`src/rtl/axis_packet_arbiter.sv`:
```
// axis_packet_arbiter: N:1 AXI-Stream arbiter with packet-granular round-robin.
// A grant is held from the first beat to the tlast beat. One registered output
// stage tags each beat with its source port on m_axis_tid.
module axis_packet_arbiter #(
  parameter int unsigned NUM_PORTS   = 4,
  parameter int unsigned DATA_WIDTH  = 64,
  parameter int unsigned TUSER_WIDTH = 1,
  parameter int unsigned ID_WIDTH    = $clog2(NUM_PORTS)
) (
  input  logic                              aclk,
  input  logic                              areset_n,
  input  logic [NUM_PORTS-1:0]              port_enable,
  input  logic [NUM_PORTS-1:0]              s_axis_tvalid,
  output logic [NUM_PORTS-1:0]              s_axis_tready,
  input  logic [NUM_PORTS*DATA_WIDTH-1:0]   s_axis_tdata,
  input  logic [NUM_PORTS*DATA_WIDTH/8-1:0] s_axis_tkeep,
  input  logic [NUM_PORTS-1:0]              s_axis_tlast,
  input  logic [NUM_PORTS*TUSER_WIDTH-1:0]  s_axis_tuser,
  output logic                              m_axis_tvalid,
  input  logic                              m_axis_tready,
  output logic [DATA_WIDTH-1:0]             m_axis_tdata,
  output logic [DATA_WIDTH/8-1:0]           m_axis_tkeep,
  output logic                              m_axis_tlast,
  output logic [TUSER_WIDTH-1:0]            m_axis_tuser,
  output logic [ID_WIDTH-1:0]               m_axis_tid,
  output logic                              busy
);

  localparam int unsigned KeepWidth = DATA_WIDTH / 8;

  typedef enum logic [0:0] {StIdle, StLocked} state_e;

  state_e                state_q, state_d;
  logic [ID_WIDTH-1:0]   rr_ptr_q, rr_ptr_d;
  logic [ID_WIDTH-1:0]   grant_q, grant_d;

  logic                   m_valid_q, m_valid_d;
  logic [DATA_WIDTH-1:0]  m_data_q, m_data_d;
  logic [KeepWidth-1:0]   m_keep_q, m_keep_d;
  logic                   m_last_q, m_last_d;
  logic [TUSER_WIDTH-1:0] m_user_q, m_user_d;
  logic [ID_WIDTH-1:0]    m_id_q, m_id_d;

  logic [NUM_PORTS-1:0] req;
  logic [ID_WIDTH-1:0]  pick;
  logic                 pick_found;
  logic [31:0]          gidx;
  logic                 out_ready;
  logic                 accept;

  assign req  = s_axis_tvalid & port_enable;
  assign gidx = 32'(grant_q);

  // Round-robin search starting at rr_ptr, wrapping modulo NUM_PORTS.
  always_comb begin
    pick       = '0;
    pick_found = 1'b0;
    for (int unsigned i = 0; i < NUM_PORTS; i++) begin
      if (!pick_found && req[(32'(rr_ptr_q) + i) % NUM_PORTS]) begin
        pick       = ID_WIDTH'((32'(rr_ptr_q) + i) % NUM_PORTS);
        pick_found = 1'b1;
      end
    end
  end

  // State, pointer and grant registers.
  always_ff @(posedge aclk or negedge areset_n) begin
    if (!areset_n) begin
      state_q  <= StIdle;
      rr_ptr_q <= '0;
      grant_q  <= '0;
    end else begin
      state_q  <= state_d;
      rr_ptr_q <= rr_ptr_d;
      grant_q  <= grant_d;
    end
  end

  // Next state: lock onto the pick, release after the tlast beat is accepted.
  always_comb begin
    state_d  = state_q;
    rr_ptr_d = rr_ptr_q;
    grant_d  = grant_q;
    unique case (state_q)
      StIdle: begin
        if (pick_found) begin
          grant_d = pick;
          state_d = StLocked;
        end
      end
      StLocked: begin
        if (accept && s_axis_tlast[grant_q]) begin
          state_d  = StIdle;
          rr_ptr_d = (gidx == NUM_PORTS - 1) ? '0 : grant_q + ID_WIDTH'(1);
        end
      end
      default: state_d = StIdle;
    endcase
  end

  // FSM outputs: only the granted port sees ready, gated by output-stage space.
  always_comb begin
    s_axis_tready = '0;
    out_ready     = !m_valid_q || m_axis_tready;
    busy          = (state_q == StLocked);
    if (state_q == StLocked) begin
      s_axis_tready[grant_q] = out_ready;
    end
  end

  assign accept = (state_q == StLocked) && s_axis_tvalid[grant_q] && out_ready;

  // Output stage next value: load on acceptance, otherwise drain on ready.
  always_comb begin
    m_valid_d = m_valid_q;
    m_data_d  = m_data_q;
    m_keep_d  = m_keep_q;
    m_last_d  = m_last_q;
    m_user_d  = m_user_q;
    m_id_d    = m_id_q;
    if (accept) begin
      m_valid_d = 1'b1;
      m_data_d  = s_axis_tdata[gidx*DATA_WIDTH +: DATA_WIDTH];
      m_keep_d  = s_axis_tkeep[gidx*KeepWidth +: KeepWidth];
      m_last_d  = s_axis_tlast[grant_q];
      m_user_d  = s_axis_tuser[gidx*TUSER_WIDTH +: TUSER_WIDTH];
      m_id_d    = grant_q;
    end else if (m_axis_tready) begin
      m_valid_d = 1'b0;
    end
  end

  // Output stage registers.
  always_ff @(posedge aclk or negedge areset_n) begin
    if (!areset_n) begin
      m_valid_q <= 1'b0;
      m_data_q  <= '0;
      m_keep_q  <= '0;
      m_last_q  <= 1'b0;
      m_user_q  <= '0;
      m_id_q    <= '0;
    end else begin
      m_valid_q <= m_valid_d;
      m_data_q  <= m_data_d;
      m_keep_q  <= m_keep_d;
      m_last_q  <= m_last_d;
      m_user_q  <= m_user_d;
      m_id_q    <= m_id_d;
    end
  end

  assign m_axis_tvalid = m_valid_q;
  assign m_axis_tdata  = m_data_q;
  assign m_axis_tkeep  = m_keep_q;
  assign m_axis_tlast  = m_last_q;
  assign m_axis_tuser  = m_user_q;
  assign m_axis_tid    = m_id_q;

endmodule

```
`config.mk`:
```
export PLATFORM = sky130hd
export DESIGN_NAME = axis_packet_arbiter
export DESIGN_NICKNAME = d
export VERILOG_FILES = /design/src/rtl/axis_packet_arbiter.sv
export SDC_FILE = /design/constraint.sdc
export NUM_CORES = 1
export LEC_CHECK = 0
export BUFFER_PORTS_ARGS = -buffer_cell sky130_fd_sc_hd__clkbuf_2
export CELL_PAD_IN_SITES_DETAIL_PLACEMENT = 1
export CELL_PAD_IN_SITES_GLOBAL_PLACEMENT = 2
export CORE_ASPECT_RATIO = 1.4
export CORE_MARGIN = 5
export CORE_UTILIZATION = 24
export DETAILED_ROUTE_END_ITERATION = 10
export PLACE_DENSITY_LB_ADDON = 0.25
export SKIP_CTS_REPAIR_TIMING = 1
export SLEW_MARGIN = 20
export SYNTH_ARGS = -nofsm -noshare
export SYNTH_HDL_FRONTEND = slang
export SYNTH_SLANG_ARGS = --single-unit
```
`constraint.sdc`:
```
create_clock -name aclk -period 2.1 [get_ports aclk]
set_input_delay 0 -clock aclk [delete_from_list [all_inputs] [get_ports aclk]]
set_output_delay 0 -clock aclk [all_outputs]
set_load 0.01 [all_outputs]
```
==> results.yml <==
detailed_routing:
  drtPass1Iterations: 4
  drt_iter0_markers: 126
  routed.top_layer: "met5"
  wl_met2_um: 11300
  viasPerCell: 4.78
  final_antenna_net_count: 0
  wl_met1_um: 6680
  routed_wl_um: 20200
  num_vias: 4544
  met3_length_um: 1830
  wl_per_cell_um: 21.3
  drc: 0
die:
  die_area_um2: 24100
  num_rows: 62
  ios: 389
  die_w_um: 133
  initial_core_util_pct: 24.5
  die_y_um: 182
  core_area_um2: 20600
timing:
  finalSetupViolations: 0
  tightestPinTransition_ps: 493
  rsz0062_at_grt: "no"
  fin_crit_sh_pct: 94.0
  finalSetupTns_ps: 0
  fin_skew_ps: 7.11
  slew_headroom_pct: 67.1
  fin_crit_ps: 1970
  drv_slew: 0
  hold_viol_final: 0
  max_freq_mhz: 506
worst_setup_path:
  crit_required_ps: 2310
  cp_slowest_stage_delay_ps: 570
  crit_path_max_fanout: 27
  crit_arrival_ps: 2190
  start_kind: "flip-flop"
  worstSetupPathType: "flip-flop to flip-flop"
  endpoint_kind: "flip-flop"
  cpLargestDelayFamily: "multiplexers"
  worstPathCellList: "mux4_2 > nand3_4 > buf_12 > mux2_1"
  critPathBufInv: 1
  crit_slowest_cell: "mux4_2"
synth:
  syn_nets: 618
  synth-compound-area-share_pct: 1.68
  synth_ff_type: "dfrtp_1"
  synth_area_leaders: "dfrtp_1 41%, mux4_2 33%, mux2_2 8.7%, mux2_1 8.2%, buf_6 1.6%"
  synth_top_family_by_area: "multiplexers"
  synthSimpleGateAreaFrac_pct: 2.28
  synthAdderAreaFrac_pct: 0.991
  yosys.area.top_type: "dfrtp_1"
  synth-edff-count: 0
  ys_seq_elements: 82
  async_flop_share_pct: 100
  synthXorXnorAreaFrac_pct: 0
  synthMuxAreaShare_pct: 50.6
  yosysTopAreaCellShare_pct: 40.6
  syn_area_um2: 5050
  synth_cells: 307
  ys_types: 26
  postSynthAreaPerCell_um2: 16.5
  ys_warn_count: 0
  ys_seq_area_share_pct: 40.6
final_layout:
  drive_above_1_share_pct: 76.5
  finalNetCount: 1001
  area_growth_pct: 51.1
  diodes: 0
global_route:
  grt_pass1_vias: 5350
  grt_pass1_wl_um: 31200
  grt_antenna_before_repair: 3
  track_usage_pct: 16.6
  grt_max_degree: 81
  grt_overflow: 0
clock_network:
  numCtsBuffers: 9
  clk_pin_slew_ps: 70
  cts-root-buf: "clkbuf_16"
  cts_max_level: 3
  insertion_delay_ps: 340
  cts_tree: "yes"
  cts_num_sinks: 82
  cts_buffer_depth: 2
placement:
  port-buffer-count: 388
  dp_hpwl_um: 17400
  gp_congestion: 0.821
pwr:
  power.leakage_nw: 3.74
  p_clk_share_pct: 15.2
  power_frac_comb_pct: 56.9
  power_w: 0.0105
  intPower_w: 0.00661
  swShare_pct: 37.3
  ir_drop_uv: 1040
  power_density_nw_per_um2: 1380
  p_switching_w: 0.00393
  p_seq_share_pct: 27.9
status:
  outcome: "completed"
flow_run:
  cap_violations: 0
hold_path:
  hp-class: "input port to flip-flop"
## metal layers
| metal | vias to the layer above | track usage (%) |
|---|---|---|
| met1 | 2266 | 16.7 |
| met4 | 6 | 3.91 |
| met3 | 26 | 6.37 |
| met2 | 239 | 31.9 |
| li1 | 2007 | - |
| met5 | - | 0 |
## sequential cells by signal, summed over array words and instances, names as in the netlist
name,cells
grant_q,2
busy,1
m_axis_tlast,1
m_axis_tuser,1
m_axis_tid,2
rr_ptr_q,2
m_axis_tdata,64
m_axis_tkeep,8
m_axis_tvalid,1
## per-stage QoR
| step | cells | hold slack [ps] | util [%] | cell area [µm²] | setup slack (ps) |
|---|---|---|---|---|---|
| 3_3_place_gp | 934 | -28.9 | 35.5 | 7320 | 161 |
| 2_1_floorplan | 307 | -296 | - | 5050 | 246 |
| 5_1_grt | 951 | 86.7 | 37.0 | 7630 | 42.0 |
| 4_1_cts | 950 | -395 | 36.9 | 7620 | 90.3 |
| 3_5_place_dp | 934 | -19.8 | 35.5 | 7320 | 106 |
| 6_report | 951 | 84.5 | 37.0 | 7630 | 125 |
## worst paths after layout
kind | from | endpoint | slack (ps) | depth (start not counted)
max | grant_q[0]$_DFFE_PN0P_ | m_axis_tdata[39]$_DFFE_PN0P_ | 130 | 4
min | s_axis_tvalid[2] | m_axis_tid[0]$_DFFE_PN0P_ | 80 | 4
max reg2reg | grant_q[0]$_DFFE_PN0P_ | m_axis_tdata[39]$_DFFE_PN0P_ | 130 | 4
min reg2reg | m_axis_tid[1]$_DFFE_PN0P_ | m_axis_tid[1]$_DFFE_PN0P_ | 480 | 2
max in group asynchronous | areset_n | m_axis_tdata[9]$_DFFE_PN0P_ | 1330 | 3
min in group asynchronous | areset_n | m_axis_tdata[39]$_DFFE_PN0P_ | 160 | 2
## worst reg2reg max path, delay by kind of cell, from the launching register on
kind / cells / cell delay (ps)
muxes: 2 / 930
DFF: 1 / 460
and+or+nand+nor: 1 / 240
buffers and inverters: 1 / 230
## area by class of cell
cell class / count / area [µm²]
clock inverter: 7 / 76.3
inverter: 4 / 15.0
tap: 256 / 320
multi-input combinational: 193 / 2810
sequential: 82 / 2060
clock buffer: 9 / 225
timing repair buffer: 400 / 2120
fill: 2338 / 13000
## cell families after synthesis
family | count (synthesis)
buffers and inverters | 32
DFF | 82
and+or+nand+nor | 24
AOI/OAI and AO/OA | 13
muxes | 152
adders and majority gates | 4
## cells in the mapped netlist, drive strengths merged (2+ instances only)
master and count:
a21oi 2, and3 5, buf 19, clkbuf 9, dfrtp 82, ha 4, inv 4, mux2 76
mux4 75, nand2 14, nand3 2, o21ai 4, o31ai 2
## power by group through the flow
stage,Sequential (W),Clock [W],Combinational (W)
after floorplan,0.00322,0,0.00368
after global placement,0.00294,0,0.00609
after detailed placement,0.00298,0,0.00620
after CTS,0.00296,0.00168,0.00622
after global routing,0.00306,0.00175,0.00654
final,0.00294,0.00160,0.00600
## cells in the final DEF (no fill, tap or decap), types with 2 or more instances in the layout
master and n:
clkbuf_2 387, mux4_2 75, dfrtp_1 80, mux2_2 39
a21oi_1 2, inv_1 4, clkbuf_16 9, ha_1 4
and3_1 5, mux2_1 37, o21ai_0 4, o31ai_1 2
dfrtp_4 2, buf_12 7, nand2_1 14, buf_4 5
clkinvlp_4 2, inv_6 3
Note: power is estimated with default switching activity, not from simulation.
